--- config.mk ---
export PLATFORM = sky130hd
export DESIGN_NAME = pipe_stall_ctrl
export DESIGN_NICKNAME = d
export VERILOG_FILES = /design/src/rtl/pipe_stall_ctrl.sv
export SDC_FILE = /design/constraint.sdc
export NUM_CORES = 1
export LEC_CHECK = 0
export CORE_MARGIN = 5
export CORE_UTILIZATION = 49
export CTS_CLUSTER_DIAMETER = 120
export DETAILED_ROUTE_END_ITERATION = 10
export GPL_TIMING_DRIVEN = 0
export PLACE_DENSITY = 0.86
export SYNTH_ARGS = -nofsm -noshare
export SYNTH_HDL_FRONTEND = slang
export SYNTH_SLANG_ARGS = --single-unit
--- constraint.sdc ---
create_clock -name clk -period 8.7 [get_ports clk]
set_input_delay 2.61 -clock clk [delete_from_list [all_inputs] [get_ports clk]]
set_output_delay 2.61 -clock clk [all_outputs]
set_load 0.01 [all_outputs]
--- src/rtl/pipe_stall_ctrl.sv ---
// Stall/flush sequencer for the 5-stage pipeline.
// Detects decode RAW hazards, holds fetch/decode for an exact bubble count,
// squashes wrong-path fetches, drains on halt and freezes on memory stalls.
module pipe_stall_ctrl #(
  parameter bit          WB_BYPASS = 1'b0,
  parameter int unsigned CNT_W     = 16
) (
  input  logic             clk,
  input  logic             rst,
  input  logic [2:0]       dec_rs,
  input  logic [2:0]       dec_rt,
  input  logic             dec_rs_vld,
  input  logic             dec_rt_vld,
  input  logic [2:0]       ex_rd,
  input  logic [2:0]       mem_rd,
  input  logic [2:0]       wb_rd,
  input  logic             ex_wr,
  input  logic             mem_wr,
  input  logic             wb_wr,
  input  logic             br_taken,
  input  logic             halt,
  input  logic             mem_stall,
  output logic             pc_en,
  output logic             fd_en,
  output logic             fd_nop,
  output logic             de_en,
  output logic             de_nop,
  output logic             em_en,
  output logic             mw_en,
  output logic             halted,
  output logic [1:0]       stall_cnt,
  output logic [CNT_W-1:0] stall_cycles
);

  typedef enum logic [1:0] {RUN, STALL, DRAIN, HALTED} state_t;

  state_t           r_state;
  logic [1:0]       r_cnt;
  logic [CNT_W-1:0] r_cycles;
  logic             r_halted;

  logic [1:0]       w_need_rs;
  logic [1:0]       w_need_rt;
  logic [1:0]       w_need;
  logic [CNT_W-1:0] w_cycles_inc;

  // Bubbles one source needs; checks are ordered nearest stage last so the
  // largest requirement wins.
  function automatic logic [1:0] hz_need(
    input logic [2:0] src,
    input logic       vld,
    input logic [2:0] e_rd,
    input logic       e_wr,
    input logic [2:0] m_rd,
    input logic       m_wr,
    input logic [2:0] w_rd,
    input logic       w_wr
  );
    logic [1:0] n;
    n = 2'd0;
    if (vld) begin
      if (w_wr && (w_rd == src) && !WB_BYPASS) n = 2'd1;
      if (m_wr && (m_rd == src)) n = WB_BYPASS ? 2'd1 : 2'd2;
      if (e_wr && (e_rd == src)) n = WB_BYPASS ? 2'd2 : 2'd3;
    end
    return n;
  endfunction

  // Hazard requirement: maximum over both decode sources.
  always_comb begin
    w_need_rs    = hz_need(dec_rs, dec_rs_vld, ex_rd, ex_wr, mem_rd, mem_wr, wb_rd, wb_wr);
    w_need_rt    = hz_need(dec_rt, dec_rt_vld, ex_rd, ex_wr, mem_rd, mem_wr, wb_rd, wb_wr);
    w_need       = (w_need_rs > w_need_rt) ? w_need_rs : w_need_rt;
    w_cycles_inc = (r_cycles == '1) ? r_cycles : r_cycles + CNT_W'(1);
  end

  // Sequencer state, bubble/drain countdown, saturating bubble counter.
  always_ff @(posedge clk) begin
    if (rst) begin
      r_state  <= RUN;
      r_cnt    <= '0;
      r_cycles <= '0;
      r_halted <= 1'b0;
    end else if (!mem_stall) begin
      case (r_state)
        RUN: begin
          if (w_need != 2'd0) begin
            r_cycles <= w_cycles_inc;
            if (w_need > 2'd1) begin
              r_cnt   <= w_need - 2'd1;
              r_state <= STALL;
            end
          end else if (halt) begin
            r_cnt   <= 2'd3;
            r_state <= DRAIN;
          end
        end
        STALL: begin
          r_cycles <= w_cycles_inc;
          if (r_cnt == 2'd1) begin
            r_cnt   <= '0;
            r_state <= RUN;
          end else begin
            r_cnt <= r_cnt - 2'd1;
          end
        end
        DRAIN: begin
          if (r_cnt == 2'd1) begin
            r_cnt    <= '0;
            r_state  <= HALTED;
            r_halted <= 1'b1;
          end else begin
            r_cnt <= r_cnt - 2'd1;
          end
        end
        default: ;
      endcase
    end
  end

  // Per-cycle pipeline enables/NOP selects, highest priority first.
  always_comb begin
    pc_en  = 1'b1;
    fd_en  = 1'b1;
    fd_nop = 1'b0;
    de_en  = 1'b1;
    de_nop = 1'b0;
    em_en  = 1'b1;
    mw_en  = 1'b1;
    if (mem_stall || (r_state == HALTED)) begin
      pc_en = 1'b0;
      fd_en = 1'b0;
      de_en = 1'b0;
      em_en = 1'b0;
      mw_en = 1'b0;
    end else if (r_state == DRAIN) begin
      pc_en  = 1'b0;
      fd_nop = 1'b1;
      de_nop = 1'b1;
    end else if ((r_state == STALL) || (w_need != 2'd0)) begin
      pc_en  = 1'b0;
      fd_en  = 1'b0;
      de_nop = 1'b1;
    end else if (halt) begin
      pc_en  = 1'b0;
      fd_nop = 1'b1;
    end else if (br_taken) begin
      fd_nop = 1'b1;
    end
  end

  assign halted       = r_halted;
  assign stall_cnt    = r_cnt;
  assign stall_cycles = r_cycles;

endmodule

==> flow_summary.toml <==
[placement]
io_buffers = 50
dp_slack_ps = 373
gp_congestion = 0.787
hpwl_mm = 2.91

[sta]
finalSetupViolCount = 0
rsz0062_at_grt = "no"
post-route-min-period_ps = 8340
post-route-period-util_pct = 95.9
hold_viol_final = 0
fin_ws_ps = 359
slew_viol_final = 0
max_freq_mhz = 120
worst_pin_slew_ps = 566
tns_ps = 0
finalClockSkew_ps = 9.97
relSlewSlack_pct = 62.2

[routing]
first_pass_iters = 4
drt_iter0_drc = 97
vias = 1477
avgViaCountPerCell = 5.55
ant_nets = 0
drc = 0
wirelength_mm = 3.52
wire_per_inst_um = 13.2

[synthesis]
syn_area_um2 = 1520
seq_area_frac_synth_pct = 27.7
synth-seq-cells = 21
synth_edf_count = 0
ys_types = 42
syn_avg_cell_area_um2 = 8.49
syn_nets = 216
synthArstFlopShare_pct = 0
yosys_warnings = 0
ys.flop_type = "dfxtp_1"
synthCells = 179

[clock_tree]
cts_setup_buffers = 0
cts_root_buf = "clkbuf_4"
clock_latency_ps = 300
cts_resized = 0
clk_path_buf_depth = 2
cts_hold_buf = 0
h-tree-depth = 1
cts_sinks = 21
numCtsBuffers = 3
cts_tree = "done"
path_clk_slew_ps = 100

[run_status]
status = "complete, no violations"

[hold_path]
hold_path.class = "register to register"

[floorplanning]
coreArea_um2 = 3000
fp-row-count = 20
start_util_pct = 50.6
die_w_um = 65.7
die-area_um2 = 4310
die_h_um = 65.7
pin_count = 51

[critical_path]
startpoint = "dec_rt[0]"
path_common_cell = "inv_1"
cp.arrival_ps = 5730
path_max_fanout = 4
r2r_cells = 7
cp.depth = 14
crit_required_ps = 6090
reg2reg_from = "r_state[0]"
reg2reg_to = "stall_cycles[14]"
start_kind = "primary input"
rrSetupSlack_ps = 6410
endpoint_kind = "primary output"
cpPeakStageDelay_ps = 480
crit_chain = "clkdlybuf4s50_1 > xnor2_1 > and4_1 > a22oi_1 > inv_1 > ha_1 > inv_1 > o22ai_1 > mux2i_1 > inv_1 > ha_1 > nor2b_1 > and3_1 > clkdlybuf4s50_1"
path_buf_inv = 5
critPathKind = "primary input to primary output"
path_delay_family = "buffers and inverters"
slowest_stage = "clkdlybuf4s50_1"
crit_end = "pc_en"

[global_routing]
grt_overflow = 0
grt_pass1_wl_mm = 6.06
grt_usage_pct = 17.5
grt_pass1_vias = 1383
grt_max_degree = 13
grt_antenna_before_repair = 0

[final_layout]
final_nets = 271
final_layout_size_suffix_gt1_share_pct = 5.15
final_cell_mix = "50 x clkdlybuf4s50_1, 21 x dfxtp_1, 15 x nor2_1, 13 x xor2_1"
antenna_cells = 0
layout.cells.most_common = "clkdlybuf4s50_1"
areaGrowthSynthToFinish_pct = 37.5

[run]
cap_viol_max_count = 0

[power_and_ir_drop]
p_leak_uw = 0.000790
vdd_drop_max_uv = 75.1
total_power_uw = 280
power_density_nw_per_um2 = 134
-- per-stage QoR --
stage               std cells  util (%)  hold slack (ps)  instance area [µm²]
global placement          262      68.6              481                 2060
CTS                       266      69.5              508                 2090
finish                    266      69.5              507                 2090
floorplan                 179         -              502                 1520
global route              266      69.5              541                 2090
detailed placement        262      68.6              479                 2060
-- worst register-to-register path, cell delays in order (launching register included) --
cell and delay (ps):
dfxtp_1 380, inv_1 90, ha_1 230, nand2b_4 170, a2111oi_2 600, and3_1 290, nand3_1 100, mux2_1 320
-- registers in the layout, summed over array words and instances, names as in the netlist --
name and cells:
stall_cnt 2, stall_cycles 16, r_state 2, halted 1
-- Yosys cell counts (4+ instances only) --
cell	instances	area, µm²
a211oi_1	5	37.5
ha_1	12	150
dfxtp_1	21	420
xor2_1	13	114
a21oi_1	7	35.0
nand4_1	6	37.5
o21ai_0	7	35.0
nor2_1	15	56.3
or3_1	4	25.0
and3_1	5	31.3
inv_1	12	45.0
nor2b_1	5	31.3
nand2_1	12	45.0
xnor2_1	12	105
-- metal layers --
layer  share of wire, %  GRT usage, %
met4                1.3          4.66
met5                  0             0
met3                5.3          4.44
met2                 51          31.3
met1                 42          20.6
-- final cells by class --
type	count	area, µm²
Multi-Input combinational cell	142	1030
Clock inverter	1	5.00
Clock buffer	3	22.5
Inverter	12	45.0
Sequential cell	21	420
Fill cell	246	915
Timing Repair Buffer	50	500
Tap cell	33	41.3
Buffer	4	22.5
-- how the worst min path moves through the flow --
stage,start,to,slack (ps),depth (start not counted)
6_report,stall_cnt[1],stall_cnt[1],510,2
5_1_grt,stall_cycles[15],stall_cycles[15],540,2
4_1_cts,stall_cycles[15],stall_cycles[15],510,2
3_5_place_dp,halted,halted,480,2
3_3_place_gp,stall_cycles[15],stall_cycles[15],480,2
2_1_floorplan,stall_cnt[1],stall_cnt[1],500,2
-- where the power goes --
part	leakage, µW	switching, µW	internal [µW]
clock network	0.0000177	28.2	17.1
logic	0.000603	60.9	63.2
registers	0.000170	7.20	104
total	0.000790	96.3	184
-- cells by family (layout without fill, tap and decap cells) --
logic type | count (synthesis) | after routing | share of synthesized area (%)
DFF | 21 | 21 | 27.7
muxes | 3 | 3 | 2.06
adders and majority gates | 12 | 12 | 9.88
buffers and inverters | 16 | 70 | 4.45
and+or+nand+nor | 67 | 67 | 24.2
xor gates and xnor gates | 25 | 25 | 14.4
AOI/OAI and AO/OA | 35 | 35 | 17.3
Note: power is estimated with default switching activity, not from simulation.
